File: config.mk
export PLATFORM = sky130hd
export DESIGN_NAME = timer_control
export DESIGN_NICKNAME = d
export VERILOG_FILES = /design/src/rtl/timer_pkg.sv /design/src/rtl/timer_control_tick_divider.sv /design/src/rtl/timer_control.sv
export SDC_FILE = /design/constraint.sdc
export NUM_CORES = 1
export LEC_CHECK = 0
export BUFFER_PORTS_ARGS = -buffer_cell sky130_fd_sc_hd__buf_4
export CORE_MARGIN = 4
export CORE_UTILIZATION = 45
export CTS_BUF_LIST = sky130_fd_sc_hd__clkbuf_4
export DETAILED_ROUTE_END_ITERATION = 8
export MAX_ROUTING_LAYER = met4
export PLACE_DENSITY = 0.77
export SYNTH_ARGS = -nofsm -noshare
export SYNTH_HDL_FRONTEND = slang
export SYNTH_HIERARCHICAL = 1
export SYNTH_SLANG_ARGS = --single-unit
File: constraint.sdc
create_clock -name clock -period 2.49 [get_ports clock]
set_input_delay 0.1245 -clock clock [delete_from_list [all_inputs] [get_ports clock]]
set_output_delay 0.1245 -clock clock [all_outputs]
set_load 0.005 [all_outputs]
File: src/rtl/timer_pkg.sv
// Shared types and constants for the MM:SS timer sequencer.
package timer_pkg;

  localparam int unsigned BCD_W        = 4;
  localparam int unsigned ENTRY_W      = 16;
  localparam int unsigned SEC_TENS_MAX = 5;
  localparam int unsigned STATE_W      = 3;

  typedef enum logic [STATE_W-1:0] {
    ST_IDLE  = 3'd0,
    ST_SET   = 3'd1,
    ST_LOAD  = 3'd2,
    ST_RUN   = 3'd3,
    ST_PAUSE = 3'd4,
    ST_DONE  = 3'd5
  } state_e;

  typedef struct packed {
    logic [BCD_W-1:0] min_t;
    logic [BCD_W-1:0] min_u;
    logic [BCD_W-1:0] sec_t;
    logic [BCD_W-1:0] sec_u;
  } entry_t;

  function automatic logic digit_ok(input logic [BCD_W-1:0] d);
    return d <= BCD_W'(9);
  endfunction

endpackage

File: src/rtl/timer_control_tick_divider.sv
// Free-running modulo-TICK_DIV divider; wrap marks the last cycle of a tick period.
module tick_divider #(
  parameter int unsigned TICK_DIV = 100
) (
  input  logic clock,
  input  logic reset,
  input  logic en,
  input  logic clr,
  output logic wrap
);

  localparam int unsigned CNT_W = $clog2(TICK_DIV);

  logic [CNT_W-1:0] count;

  assign wrap = (count == CNT_W'(TICK_DIV - 1));

  always_ff @(posedge clock) begin
    if (reset || clr) begin
      count <= '0;
    end else if (en) begin
      count <= wrap ? '0 : count + CNT_W'(1);
    end
  end

endmodule

File: src/rtl/timer_control.sv
// Sequencer for the MM:SS down-counting chain: keypad entry, load, tick
// generation, pause/resume and completion handling.
module timer_control
  import timer_pkg::*;
#(
  parameter int unsigned TICK_DIV    = 100,
  parameter int unsigned DONE_CYCLES = 3
) (
  input  logic               clock,
  input  logic               reset,
  input  logic               keypad_valid,
  input  logic [BCD_W-1:0]   keypad_digit,
  input  logic               start,
  input  logic               stop_clear,
  input  logic               door_closed,
  input  logic               timer_zero,
  output logic [ENTRY_W-1:0] entry_data,
  output logic               load_n,
  output logic               count_en,
  output logic               counter_clear_n,
  output logic               running,
  output logic               done,
  output logic               entry_err
);

  localparam int unsigned DCW = (DONE_CYCLES > 1) ? $clog2(DONE_CYCLES) : 1;

  state_e         state_q, state_d;
  entry_t         entry_q, entry_d, entry_shift_c;
  logic [DCW-1:0] done_cnt_q, done_cnt_d;
  logic           clear_c;
  logic           reject_c;
  logic           key_ok_c;
  logic           bad_entry_c;
  logic           pause_c;
  logic           div_wrap;
  logic           div_en;

  assign entry_data    = entry_q;
  assign key_ok_c      = keypad_valid && digit_ok(keypad_digit);
  assign entry_shift_c = entry_t'({entry_q.min_u, entry_q.sec_t, entry_q.sec_u, keypad_digit});
  assign bad_entry_c   = (entry_q == '0) || (entry_q.sec_t > BCD_W'(SEC_TENS_MAX)) || !door_closed;
  assign pause_c       = !door_closed || stop_clear;

  // Divider holds while pausing, except that a wrap cycle completes its tick
  // so the resumed run never issues the same tick twice.
  assign div_en   = (state_q == ST_RUN) && (!pause_c || div_wrap);
  assign count_en = (state_q == ST_RUN) && div_wrap && !timer_zero;

  tick_divider #(
    .TICK_DIV(TICK_DIV)
  ) u_tick_divider (
    .clock(clock),
    .reset(reset),
    .en   (div_en),
    .clr  (state_q == ST_LOAD),
    .wrap (div_wrap)
  );

  // Next-state and entry register decode.
  always_comb begin
    state_d    = state_q;
    entry_d    = entry_q;
    done_cnt_d = '0;
    clear_c    = 1'b0;
    reject_c   = 1'b0;
    case (state_q)
      ST_IDLE: begin
        if (key_ok_c) begin
          entry_d = entry_shift_c;
          state_d = ST_SET;
        end
      end
      ST_SET: begin
        if (stop_clear) begin
          clear_c = 1'b1;
        end else if (start) begin
          if (bad_entry_c) reject_c = 1'b1;
          else             state_d  = ST_LOAD;
        end else if (key_ok_c) begin
          entry_d = entry_shift_c;
        end
      end
      ST_LOAD: state_d = ST_RUN;
      ST_RUN: begin
        if (pause_c)         state_d = ST_PAUSE;
        else if (timer_zero) state_d = ST_DONE;
      end
      ST_PAUSE: begin
        if (stop_clear)                clear_c = 1'b1;
        else if (start && door_closed) state_d = ST_RUN;
      end
      ST_DONE: begin
        if (stop_clear || (done_cnt_q == DCW'(DONE_CYCLES - 1))) clear_c = 1'b1;
        else done_cnt_d = done_cnt_q + DCW'(1);
      end
      default: state_d = ST_IDLE;
    endcase
    if (clear_c) begin
      state_d = ST_IDLE;
      entry_d = '0;
    end
  end

  // State register with Moore outputs decoded from the next state.
  always_ff @(posedge clock) begin
    if (reset) begin
      state_q         <= ST_IDLE;
      entry_q         <= '0;
      done_cnt_q      <= '0;
      load_n          <= 1'b1;
      running         <= 1'b0;
      done            <= 1'b0;
      entry_err       <= 1'b0;
      counter_clear_n <= 1'b0;
    end else begin
      state_q         <= state_d;
      entry_q         <= entry_d;
      done_cnt_q      <= done_cnt_d;
      load_n          <= (state_d != ST_LOAD);
      running         <= (state_d == ST_RUN);
      done            <= (state_d == ST_DONE);
      entry_err       <= reject_c;
      counter_clear_n <= !clear_c;
    end
  end

endmodule

==> reports/results.tsv <==
stage	metric	value	unit
cells_and_area	Layout fillers	274	
placed_design	dpl hpwl	2550	µm
die	Core ar.	3130	µm²
setup_path	Worst Setup Path Type	reg -> reg	
setup_path	Worst Path Required	2.76	ns
timing	fin. max-slew vios	0	
routing	WL final	3340	µm
die	Ports	33	
placed_design	port bufs	32	
power_and_ir_drop	total leakage power	0.000797	µW
clock_network	CTS H-tree depth	2	
hold_path	WHS Path Cells	3	
setup_path	Worst EP arrival	2.56	ns
synthesis	Synth Warn #	6	
clock_network	CTS tree	built	
setup_path	crit path max fanout	8	
cells_and_area	nets	210	
die	Die Y	66.1	µm
synthesis	top-area cell type share of the netlist area	43.6	%
routing	Routed Antenna Nets	0	
routing	top sig layer	met4	
cells_and_area	layout cells sized above 1	25.3	%
status	status	completed	
synthesis	Mapped Area	1520	µm²
hold_path	hold crit path type	in -> reg	
timing	Final Hold Viols	0	
die	Std-Cell Rows	20	
routing	Iter 0 DRT Violations	71	
timing	Tmin final	2.29	ns
synthesis	Yosys reg bits	33	
timing	Slew @ Worst Pin	0.689	ns
die	effective utilization at floorplan	48.5	%
synthesis	Post-synth ARST share	0	%
setup_path	reg2reg path depth	7	
synthesis	top_reg_cell synth	dfxtp_1	
synthesis	most numerous cell in the Yosys netlist	dfxtp_1	
routing	DR WL met2	1600	µm
global_route	Global Route Usage Sum	16.6	%
global_route	vias in the first global route	1240	
cells_and_area	Core Util, Final	58.5	%
synthesis	syn nets	176	
synthesis	Synth cell types	47	
timing	Hold Slack	0.0408	ns
global_route	largest net degree at the start of global routing	18	
routing	Post-Route M1 WL	1460	µm
clock_network	Num CTS Buffers	5	
synthesis	Area contributors post-synth	dfxtp_1 44%, mux2i_1 11%, nor2_1 6.7%, a21oi_1 3.3%, o21ai_0 2.0%	
synthesis	Post-synth EDFFs	0	
synthesis	cells after synthesis	163	
global_route	first-pass GRT wire length	5520	µm
timing	RSZ-0062 raised after global routing	false	
routing	vias	1302	
flow_run	max-cap viol count	0	
power_and_ir_drop	P per Cell Area	515	nW/µm²
synthesis	area leader, netlist	dfxtp_1	
global_route	GRT overflow	0	
placed_design	GP Congestion	0.926	
timing	Final setup viols	0	
cells_and_area	post-route cell area	1830	µm²
power_and_ir_drop	worst ir drop on vdd	0.000244	V
clock_network	clock buffer depth	2	
routing	routed length on met3	229	µm
timing	Layout Skew	0.0106	ns
routing	DR DRC count	0	
setup_path	crit end category	flop	
synthesis	Seq/Total Area, Yosys	43.6	%
timing	fmax	0.436	GHz
global_route	initial antenna violation count	0	
routing	WL/cell	13.8	µm
setup_path	Startpoint Class	flop	
cells_and_area	ANT cells	0	
cells_and_area	area growth from synthesis to layout	20.6	%
timing	setup TNS	0	ns
die	Die Width	66.1	µm
clock_network	CTS Sinks	33	
routing	vias per cell	5.38	
clock_network	clock slew at reported path FFs	0.10	ns
placed_design	Placement Cell Area	1780	µm²
synthesis	Syn Area/Cell	9.30	µm²
timing	period utilization	92.1	%
timing	relative slew slack	53.6	%
clock_network	CTS Root Cell	clkbuf_4	
clock_network	worst skew pair latency	0.33	ns
synthesis	top post-synthesis cells by count	33 x dfxtp_1, 27 x nor2_1, 16 x mux2i_1, 10 x a21oi_1, 8 x inv_1	
die	DIE AREA	4360	µm²
routing	TritonRoute pass-1 iters	4	
## through the flow
stage | setup WS (ns) | total power [µW] | std cells
4_1_cts | 0.0514 | 949 | 242
3_5_place_dp | 0.0759 | 674 | 234
3_3_place_gp | 0.280 | 672 | 234
5_1_grt | 0.0520 | 978 | 242
2_1_floorplan | 0.357 | 632 | 163
6_report | 0.196 | 942 | 242
## kinds of logic (layout without fill, tap and decap cells)
family	Yosys count	count (layout)	synth area share (%)
buffers and inverters	13	48	4.37
and+or+nand+nor	62	62	22.6
DFF	33	33	43.6
adders and majority gates	2	2	1.65
muxes	16	16	10.6
AOI/OAI and AO/OA	35	35	16.1
xor gates and xnor gates	2	2	1.16
## layout by cell type (no fill, tap or decap), drive strengths merged, types with 4 or more instances in the layout
cell type	instances
dfxtp	33
buf	32
nor2	28
mux2i	16
a21oi	10
nand2	9
inv	8
o21ai	8
clkbuf	5
nor4	4
## layout make-up
type	count	area, µm²	share of cell area, %
inverter	8	30.0	1.64
tap	44	55.1	3.01
multi-input combinational	117	793	43.4
sequential	33	661	36.1
timing repair buffer	32	240	13.1
clock buffer	5	37.5	2.05
clock inverter	3	12.5	0.684
## flip-flops by register name, summed over array words and instances (netlist names)
register and count:
counter_clear_n 1, done 1, done_cnt_q 2, entry_data 16, entry_err 1, load_n 1
running 1, state_q 3, u_tick_divider/count 7
## worst max-delay path: stages (launching register included)
cell and delay, ns:
dfxtp_1 0.38, or4b_4 0.60, nor2_1 0.11, inv_1 0.07
a21oi_2 0.31, nand4_1 0.24, or3_1 0.40, a21oi_1 0.14
## path summary, 6_finish.rpt
kind                                start                      end  slack [ns]
setup reg to reg  u_tick_divider/count[2]  u_tick_divider/count[5]        0.20
setup / recovery  u_tick_divider/count[2]  u_tick_divider/count[5]        0.20
hold / removal            keypad_digit[0]            entry_data[0]        0.04
hold reg to reg             done_cnt_q[0]            done_cnt_q[0]        0.43
## what timing repair did
action / in CTS / in global routing
setup buffers: 0 / 0
endpoints found under the setup margin: 0 / 2
hold buffers: 0 / 0
resized for setup: 0 / 1
## power breakdown
group	switching [µW]	internal [µW]	total, µW	leakage, µW
registers	13.7	538	552	0.000267
logic	58.4	52.5	111	0.000500
clock network	178	102	280	0.0000300
total	250	692	942	0.000797
## metal layers
| layer | up-vias | track usage [%] |
|---|---|---|
| met5 | - | - |
| met4 | 0 | 6.85 |
| met3 | 6 | 4.76 |
| met2 | 39 | 27.2 |
| met1 | 606 | 19.1 |
| li1 | 651 | - |
Power figures use the tool's default switching activity.
